===== config.mk =====
export PLATFORM = sky130hd
export DESIGN_NAME = pipeline_hazard_ctrl
export DESIGN_NICKNAME = d
export VERILOG_FILES = /design/src/rtl/pipeline_hazard_ctrl.sv
export SDC_FILE = /design/constraint.sdc
export NUM_CORES = 1
export LEC_CHECK = 0
export CORE_MARGIN = 5
export CORE_UTILIZATION = 45
export CTS_CLUSTER_DIAMETER = 150
export CTS_CLUSTER_SIZE = 14
export DETAILED_ROUTE_END_ITERATION = 7
export PLACE_DENSITY = 0.86
export SYNTH_ARGS = -nofsm -noshare
export SYNTH_HDL_FRONTEND = slang
export SYNTH_SLANG_ARGS = --single-unit
export TNS_END_PERCENT = 5

===== constraint.sdc =====
create_clock -name clk -period 3.2 [get_ports clk]
set_input_delay 0.64 -clock clk [delete_from_list [all_inputs] [get_ports clk]]
set_output_delay 0.64 -clock clk [all_outputs]
set_load 0.05 [all_outputs]

===== src/rtl/pipeline_hazard_ctrl.sv =====
// Hazard controller for a 5-stage in-order pipeline: load-use interlock, EX redirect flush,
// data-memory wait stalls with a timeout fault, and saturating stall/flush counters.
module pipeline_hazard_ctrl #(
  parameter int unsigned MEM_TIMEOUT = 255,
  parameter int unsigned CNT_W       = 32
) (
  input  logic             clk,
  input  logic             rst,
  input  logic [4:0]       id_rs1,
  input  logic [4:0]       id_rs2,
  input  logic             id_use_rs1,
  input  logic             id_use_rs2,
  input  logic [4:0]       ex_rd,
  input  logic             ex_memread,
  input  logic             ex_redirect,
  input  logic             mem_req,
  input  logic             mem_ack,
  output logic             pc_stall,
  output logic             if_id_stall,
  output logic             id_ex_stall,
  output logic             ex_mem_stall,
  output logic             if_id_flush,
  output logic             id_ex_flush,
  output logic             mem_wb_bubble,
  output logic [1:0]       state,
  output logic             fault,
  output logic [CNT_W-1:0] stall_cycles,
  output logic [CNT_W-1:0] flush_events
);

  localparam int unsigned WaitW = $clog2(MEM_TIMEOUT + 1);

  typedef enum logic [1:0] {
    StRun     = 2'd0,
    StMemWait = 2'd1,
    StFault   = 2'd2
  } state_e;

  state_e             state_q, state_d;
  logic [WaitW-1:0]   wait_cnt_q, wait_cnt_d;
  logic               fault_q, fault_d;
  logic [CNT_W-1:0]   stall_cycles_q, stall_cycles_d;
  logic [CNT_W-1:0]   flush_events_q, flush_events_d;

  logic mem_hold;
  logic load_use;
  logic rs1_hit;
  logic rs2_hit;

  assign mem_hold = (state_q == StRun && mem_req && !mem_ack) ||
                    (state_q == StMemWait && !mem_ack) ||
                    (state_q == StFault);

  assign rs1_hit  = id_use_rs1 && (id_rs1 == ex_rd);
  assign rs2_hit  = id_use_rs2 && (id_rs2 == ex_rd);
  assign load_use = ex_memread && (ex_rd != 5'd0) && (rs1_hit || rs2_hit);

  // Priority: memory hold freezes everything, then redirect, then load-use interlock.
  always_comb begin
    pc_stall      = 1'b0;
    if_id_stall   = 1'b0;
    id_ex_stall   = 1'b0;
    ex_mem_stall  = 1'b0;
    if_id_flush   = 1'b0;
    id_ex_flush   = 1'b0;
    mem_wb_bubble = 1'b0;
    if (rst) begin
      pc_stall = 1'b0;
    end else if (mem_hold) begin
      pc_stall      = 1'b1;
      if_id_stall   = 1'b1;
      id_ex_stall   = 1'b1;
      ex_mem_stall  = 1'b1;
      mem_wb_bubble = 1'b1;
    end else if (ex_redirect) begin
      if_id_flush = 1'b1;
      id_ex_flush = 1'b1;
    end else if (load_use) begin
      pc_stall    = 1'b1;
      if_id_stall = 1'b1;
      id_ex_flush = 1'b1;
    end
  end

  always_comb begin
    state_d    = state_q;
    wait_cnt_d = wait_cnt_q;
    unique case (state_q)
      StRun: begin
        if (mem_req && !mem_ack) begin
          state_d    = StMemWait;
          wait_cnt_d = WaitW'(1);
        end else begin
          wait_cnt_d = '0;
        end
      end
      StMemWait: begin
        if (mem_ack) begin
          state_d    = StRun;
          wait_cnt_d = '0;
        end else if (wait_cnt_q == WaitW'(MEM_TIMEOUT)) begin
          state_d = StFault;
        end else begin
          wait_cnt_d = wait_cnt_q + WaitW'(1);
        end
      end
      StFault: begin
        state_d = StFault;
      end
      default: begin
        state_d    = StRun;
        wait_cnt_d = '0;
      end
    endcase
    fault_d = (state_d == StFault);
  end

  always_comb begin
    stall_cycles_d = stall_cycles_q;
    flush_events_d = flush_events_q;
    if (pc_stall && (stall_cycles_q != {CNT_W{1'b1}})) begin
      stall_cycles_d = stall_cycles_q + CNT_W'(1);
    end
    if (id_ex_flush && (flush_events_q != {CNT_W{1'b1}})) begin
      flush_events_d = flush_events_q + CNT_W'(1);
    end
  end

  always_ff @(posedge clk or posedge rst) begin
    if (rst) begin
      state_q        <= StRun;
      wait_cnt_q     <= '0;
      fault_q        <= 1'b0;
      stall_cycles_q <= '0;
      flush_events_q <= '0;
    end else begin
      state_q        <= state_d;
      wait_cnt_q     <= wait_cnt_d;
      fault_q        <= fault_d;
      stall_cycles_q <= stall_cycles_d;
      flush_events_q <= flush_events_d;
    end
  end

  assign state        = state_q;
  assign fault        = fault_q;
  assign stall_cycles = stall_cycles_q;
  assign flush_events = flush_events_q;

endmodule


======== Yosys cells after proc, flatten, opt, wreduce, memory -nomap -nowiden ========
Cells that the tools add are included.
word-level totals
  register bits ........................... 75
  output and inout port bits .............. 74
  logic and storage cells ................. 55
cells by class
  $add $sub $neg .......................... 3
  equality and inequality tests ........... 9
  multiplexer cells ....................... 20
  bitwise gates (word level) .............. 1
  reductions and logical operators ........ 17
operators with widths
  operator                                                                count
  32-bit by 1-bit adder with 32-bit output (second input constant)        2
  32-bit inequality test (second input constant)                          2
  8-bit one-hot mux with 3 select lines                                   1
  8-bit two-way mux                                                       2
  1-bit two-way mux                                                       13
  5-bit equality test                                                     2
  1-bit logical AND                                                       10
  8-bit by 1-bit adder with 8-bit output (second input constant)          1
  8-bit equality test (second input constant)                             1
  2-bit two-way mux                                                       3
  2-bit one-hot mux with 3 select lines                                   1
  5-bit nonzero test                                                      1
  2-bit equality test (second input constant)                             2
  1-bit logical OR                                                        3
  3-bit inequality test (second input constant)                           1
  2-bit by 1-bit equality test with 1-bit output (second input constant)  1
  2-bit zero test                                                         1
  2-bit AND reduction                                                     1
  1-bit zero test                                                         1
  1-bit inverter                                                          1

======== Logic depth before layout (Yosys ltp) ========
Gate-level depths: netlist (run 1).
  word-level depth ........................ 9
  mapped depth ............................ 10
  depth with buffers taken out ............ 8

======== Least setup slack after synthesis (run 1) ========
No wires, ideal clock.
  path type ............................... input-to-output
  from .................................... input rst
  to ...................................... output pc_stall
  arrival ................................. 3615 ps
  path slack .............................. -1055 ps
  cell stages on the path ................. 4
  path buffers ............................ 1
  cell sequence ........................... inv_1 > and2_1 > a21o_1 > buf_4
on the way
  word-level cells in the longest chain between the ends .. 1
RTL lines
  element            RTL line  RTL
  from (decl)        8         input logic rst,
  1-bit two-way mux  --
  to (decl)          18        output logic pc_stall,
Every way passes these cells.

======== Worst setup path after layout (run 1) ========
  from .................................... input ex_rd[0]
  to ...................................... output id_ex_flush
on the way
  word-level cells in the longest chain between the ends .. 8
RTL lines
  element                                 RTL line  RTL
  from (decl)                             13        input logic [4:0] ex_rd,
  5-bit equality test (on tied branches)  54, 55
  1-bit logical AND (on tied branches)    54, 55
  1-bit logical OR                        56        assign load_use = ex_memread && (ex_rd != 5'd0) && (rs1_hit || rs2_hit);
  1-bit logical AND *                     56
  1-bit two-way mux *                     78        end else if (load_use) begin
  1-bit two-way mux *                     75        end else if (ex_redirect) begin
  1-bit two-way mux *                     69        end else if (mem_hold) begin
  1-bit two-way mux *                     67        if (rst) begin
  to (decl)                               23        output logic id_ex_flush,
Mark *: on every way between the ends. The rest lies on a longest branch, timed or not.

==> impl_metrics.ini, run 1 <==
[synth]
avgSynthCellArea_um2 = 10.36
async_reset_ff_share_pct = 100.0
synthAdderAreaFrac_pct = 0.9817
synth_enable_flop_cells = 0
yosysWarnings = 0
synth_area_um2 = 3824
synth-simple-area-share_pct = 25.79
synthDistinctLibCells = 42
synth_compound_gate_area_share_pct = 2.651
synth_top_family_by_area = simple AND/OR/NAND/NOR gates
synth_ff_type = dfrtp_1
synth_cells = 369
yosysSeqAreaShare_pct = 49.08
synth_xor_area_share_pct = 17.64
syn-num-nets = 395
synth_mux_area_share_pct = 0.2945
ys_ff_latch = 75

[cells_and_area]
layout-drive-gt1-share_pct = 9.224
register_area_um2 = 1877
fin_util_pct = 61.83
nNetsFinal = 498
final_common_cell = clkdlybuf4s50_1
syn2layout_area_growth_pct = 33.54
multi_input_area_um2 = 1821
final_cell_mix = clkdlybuf4s50_1, dfrtp_1, xnor2_1
diodes = 0
n_fill_cell = 688

[status]
outcome = finished clean

[cts]
ctsHoldBuffers = 0
cts_made_buffers = 9
cts.sinks = 75
cts_resized = 0
h-tree-depth = 3
cts_tree = built
clk_pin_slew_ns = 0.08
clockBufferDepth = 2
insertion_delay_ns = 0.34
post-cts-setup-buffers = 0
clockRootBuffer = clkbuf_8

[placed_design]
dp_slack_ns = 0.1623
dp_hpwl_um = 6986
gp_congestion = 0.8071
port_buffers = 96

[critical_path]
critPathCaptureType = output pin
required_ns = 2.56
ff2ff_setup_slack_ns = 0.80
crit_fanout = 3
crit_path_start_kind = primary input
cpMaxStageDelayCell = or4_1
max_stage_delay_ns = 0.54
arrival_ns = 2.40
path_cells = clkdlybuf4s50_1 -> or4_1 -> o21ai_1 -> inv_1 -> a21oi_1 -> nor3_1 -> buf_4
crit_type = in -> out

[grt]
antenna_found_initial = 0
grt_start_max_net_pins = 76
grt.overflow.total = 0
grt_pass1_vias = 3278
grt_pass1_wl_um = 15890
track_usage_pct = 19.16

[sta]
max_slew_margin_pct = 36.80
skew_ns = 0.01427
setup_ws_ns = 0.1637
fin_crit_sh_pct = 94.88
slew_violations = 0
final-hold-violation-count = 0
setup_viol = 0
worst_pin_slew_ns = 0.9481
fmax_mhz = 329.4
rsz0062_at_grt = false
period_minus_slack_ns = 3.036

[power]
vdd_ir_drop_max_mv = 0.5298
power_density_nw_per_um2 = 489.9
power_leakage_nw = 2.218

[flow_run]
drv_cap = 0

[die]
rows = 33
die_w_um = 102.2
start_util_pct = 46.30
coreArea_um2 = 8258
fp.dieH_um = 102.2
boundaryPins = 97
dieArea_um2 = 10440

[routing]
wl_um = 9647
ant_nets = 0
wire_per_inst_um = 16.58
vias_per_cell = 5.452
drtPass1Iterations = 4
drt_iter0_drc = 127
route.detailed.drc = 0
via_count = 3173

[worst_hold_path]
hp-class = reg -> reg
## registers in the layout, indices dropped and copies added, names as in the netlist
register      flops
wait_cnt_q        8
flush_events     32
stall_cycles     32
fault             1
state             2
## critical path, delay by kind of cell
family	cells	cell delay (ns)
buffers and inverters	3	0.74
AND/OR/NAND/NOR	2	0.63
AO/OA/AOI/OAI	2	0.39
## final timing paths
| check | from | to | depth (start not counted) |
|---|---|---|---|
| setup / recovery | ex_rd[0] | id_ex_flush | 7 |
| hold / removal | stall_cycles[24] | stall_cycles[24] | 1 |
| setup reg to reg | flush_events[0] | flush_events[31] | 9 |
| hold reg to reg | stall_cycles[24] | stall_cycles[24] | 1 |
| max in group asynchronous | rst | stall_cycles[1] | 3 |
| min in group asynchronous | rst | stall_cycles[27] | 3 |
## cell usage after synthesis, types with 2 or more instances
library cell  instances  area (um^2)
and2_1                6        37.54
nor4_2                3        37.54
ha_1                  3        37.54
dfrtp_1              75         1877
or4_1                 2        15.01
buf_4                 4        30.03
nand2_1              33        123.9
xnor2_1              47        411.6
nand4_1              25        156.4
inv_1                10        37.54
nor2_1               24        90.09
and3_1               15        93.84
nor3_1               18        90.09
or3_1                 2        12.51
o22ai_1               2        12.51
nand3_1              24        120.1
buf_6                 4        45.04
nor4_1                8        50.05
xor2_1               30        262.8
and4_1                4        35.03
a21oi_1               3        15.01
o21ai_0               2        10.01
nand3_2               6        60.06
## routing by layer
metal	global-route usage, %	up-vias	wire, um
li1	-	1495	-
met1	23.91	1567	4057
met2	32.53	94	4816
met3	4.505	17	633
met4	6.862	0	139
met5	0	-	0
## per-stage QoR
step	cell area [um^2]	instances	total power, mW	hold slack, ns	setup TNS (ns)
6_report	5106	582	2.501	0.4941	0
5_1_grt	5106	582	2.609	0.5257	0
4_1_cts	5106	582	2.519	0.4977	0
3_5_place_dp	4878	566	1.701	0.4806	0
3_3_place_gp	4878	566	1.690	0.4743	0
2_1_floorplan	3845	369	1.494	0.4935	-0.2046
## cell type report
type | count | area share, %
Timing Repair Buffer | 103 | 19.75
Clock buffer | 12 | 3.038
Inverter | 10 | 0.8086
Multi-Input combinational cell | 273 | 35.65
Tap cell | 105 | 2.573
Clock inverter | 4 | 1.421
Sequential cell | 75 | 36.76
## power by group
part	leakage (nW)	total, mW	internal (mW)	switching [mW]
registers	1.01	1.11	1.01	0.105
logic	1.10	0.570	0.208	0.362
clock network	0.113	0.818	0.481	0.337
total	2.22	2.50	1.70	0.804
## cell families (layout without fill, tap and decap cells)
logic type	after synthesis	count (layout)
AND/OR/NAND/NOR	177	177
XOR/XNOR	77	77
flip-flops	75	75
buffers and inverters	21	129
AO/OA/AOI/OAI	15	15
adder cells (fa/ha/maj)	3	3
multiplexers	1	1
(Power assumes the default switching activity.)
==> run 2: changes to the inputs <==
CORE_ASPECT_RATIO = 0.7   (was unset)
CORE_MARGIN = 2   (was 5)
SLEW_MARGIN = 20   (was unset)
==> run 2 against run 1 <==
  * Count of clock-buffer cells in the layout is 3 higher
  * Sequential power hardly changed
  * Register-to-register slack better by 0.03 ns
  * Hold slack better by 0.0031 ns
  * Critical endpoint unchanged
  * Highest routed layer unchanged
==> impl_metrics.ini, run 2 (synthesis gave the netlist of run 1 again) <==
[status]
outcome = finished clean

[critical_path]
required_ns = 2.56
cp.depth = 7
ff2ff_setup_slack_ns = 0.83
crit_path_start_kind = primary input
path_cells = clkdlybuf4s50_1 -> or4_1 -> o21ai_1 -> inv_1 -> a21oi_2 -> nor3_2 -> buf_4
r2r_cells = 7
arrival_ns = 2.41
crit_type = in -> out
critPathBufInv = 3
reg2reg_to = stall_cycles[17]
crit_fanout = 3
cpMaxStageDelayCell = or4_1
critPathCaptureType = output pin
r2r_start = stall_cycles[0]
max_stage_delay_ns = 0.53
critical_path.startpoint = ex_rd[3]
crit_end = id_ex_flush
cp_top_family = buffers and inverters

[cts]
clk_pin_slew_ns = 0.06
insertion_delay_ns = 0.33
cts_tree = built
cts.sinks = 75
cts_made_buffers = 9
post-cts-setup-buffers = 0
clockBufferDepth = 2
h-tree-depth = 3
clockRootBuffer = clkbuf_16

[grt]
track_usage_pct = 21.12
top_usage_layer = met2
use_met3_pct = 8.209
grt.overflow.total = 0
grt_pass1_wl_um = 15150
grt_use_met2_pct = 31.31
antenna_found_initial = 0
grt_use_met1_pct = 29.32
grt_start_max_net_pins = 76
grt_pass1_vias = 3048

[die]
start_util_pct = 45.86
rows = 28
dieArea_um2 = 9262
coreArea_um2 = 8338
fp.dieH_um = 81.13
die_w_um = 114.2
boundaryPins = 97

[power]
vdd_ir_drop_max_mv = 0.4775
power_density_nw_per_um2 = 512.9
power_leakage_nw = 2.261

[worst_hold_path]
hp-class = reg -> reg
hold_path_depth = 1

[placed_design]
numPlacedInstances = 567
port_buffers = 96
place_area_um2 = 4898
dp_slack_ns = 0.09265
gp_congestion = 0.7977
dp_hpwl_um = 6551

[routing]
wire_per_inst_um = 15.58
ant_nets = 0
route.detailed.drc = 0
vias_per_cell = 5.412
drt_iter0_drc = 211
wl_um = 9082
drtPass1Iterations = 4
via_count = 3155

[cells_and_area]
final_common_cell = clkdlybuf4s50_1
nNetsFinal = 499
diodes = 0
final_cell_mix = clkdlybuf4s50_1, dfrtp_1, xnor2_1
instances_no_fill = 583
syn2layout_area_growth_pct = 35.99
design_area_um2 = 5200
layout-drive-gt1-share_pct = 9.623

[sta]
final-hold-violation-count = 0
skew_ns = 0.004247
fin_crit_sh_pct = 95.23
fmax_mhz = 328.2
setup_ws_ns = 0.1528
slew_violations = 0
setup_viol = 0
rsz0062_at_grt = false
worst_pin_slew_ns = 0.9426
period_minus_slack_ns = 3.047
hold-worst-slack_ns = 0.4973
max_slew_margin_pct = 37.16

[flow_run]
drv_cap = 0
-- run 2: changes by cell type in the layout (fill, tap and decap cells not counted), sizes merged --
cell | previous run | this run
clkbuf | 12 | 15
buf | 14 | 15
clkinvlp | 2 | 1
bufinv | 2 | 0
-- run 2: worst min-delay path by stage --
| stage | start | end | slack, ns |
|---|---|---|---|
| 2_1_floorplan | wait_cnt_q[1] | wait_cnt_q[1] | 0.49 |
| 3_3_place_gp | stall_cycles[22] | stall_cycles[22] | 0.48 |
| 4_1_cts | stall_cycles[27] | stall_cycles[27] | 0.50 |
| 3_5_place_dp | stall_cycles[27] | stall_cycles[27] | 0.49 |
| 6_report | stall_cycles[10] | stall_cycles[10] | 0.50 |
| 5_1_grt | stall_cycles[27] | stall_cycles[27] | 0.52 |
-- run 2: cell type report --
class                      instances  area [um^2]
fill                             695         3138
sequential                        75         1877
multi-input combinational        273         1829
timing repair buffer             104         1028
clock buffer                      15        287.8
tap                              105        131.4
inverter                          10        41.29
clock inverter                     1        5.005
-- run 2: worst register-to-register path, cell delays in order (launching register included) --
cell and delay [ns]:
dfrtp_1 0.43, ha_1 0.25, nand4_1 0.13, or4_1 0.58, o21a_1 0.41, buf_12 0.25
nand4_1 0.10, xnor2_1 0.13
-- run 2: per-layer routing --
layer | vias to the layer above | part of all wire, % | wire, um
met5 | - | 0 | 0
met4 | 0 | 0.42 | 38
met3 | 6 | 5.5 | 497
met2 | 89 | 46 | 4163
met1 | 1560 | 48 | 4382
li1 | 1500 | - | -
-- run 2: stage by stage --
stage                     total power, mW  TNS, ns  utilization (%)
final                               2.667        0            62.36
after floorplan                     1.494  -0.2046                -
after CTS                           2.694        0            62.26
after global routing                2.800        0            62.36
after global placement              1.691        0            58.75
after detailed placement            1.701        0            58.75
-- run 2: timing repair --
action	CTS	global route
endpoints found under the setup margin	0	1
hold endpoints to repair	0	0
hold buffers	0	0
gates resized for setup	0	2
-- run 2: power by group --
group	switching (mW)	total, mW	internal [mW]
registers	0.107	1.12	1.01
logic	0.362	0.572	0.210
clock network	0.368	0.977	0.609
==> run 3: changes to the inputs <==
CTS_CLUSTER_SIZE = unset   (was 14)
==> results of run 3 <==
The final DEF is identical to that of run 2; final timing and power are the same.
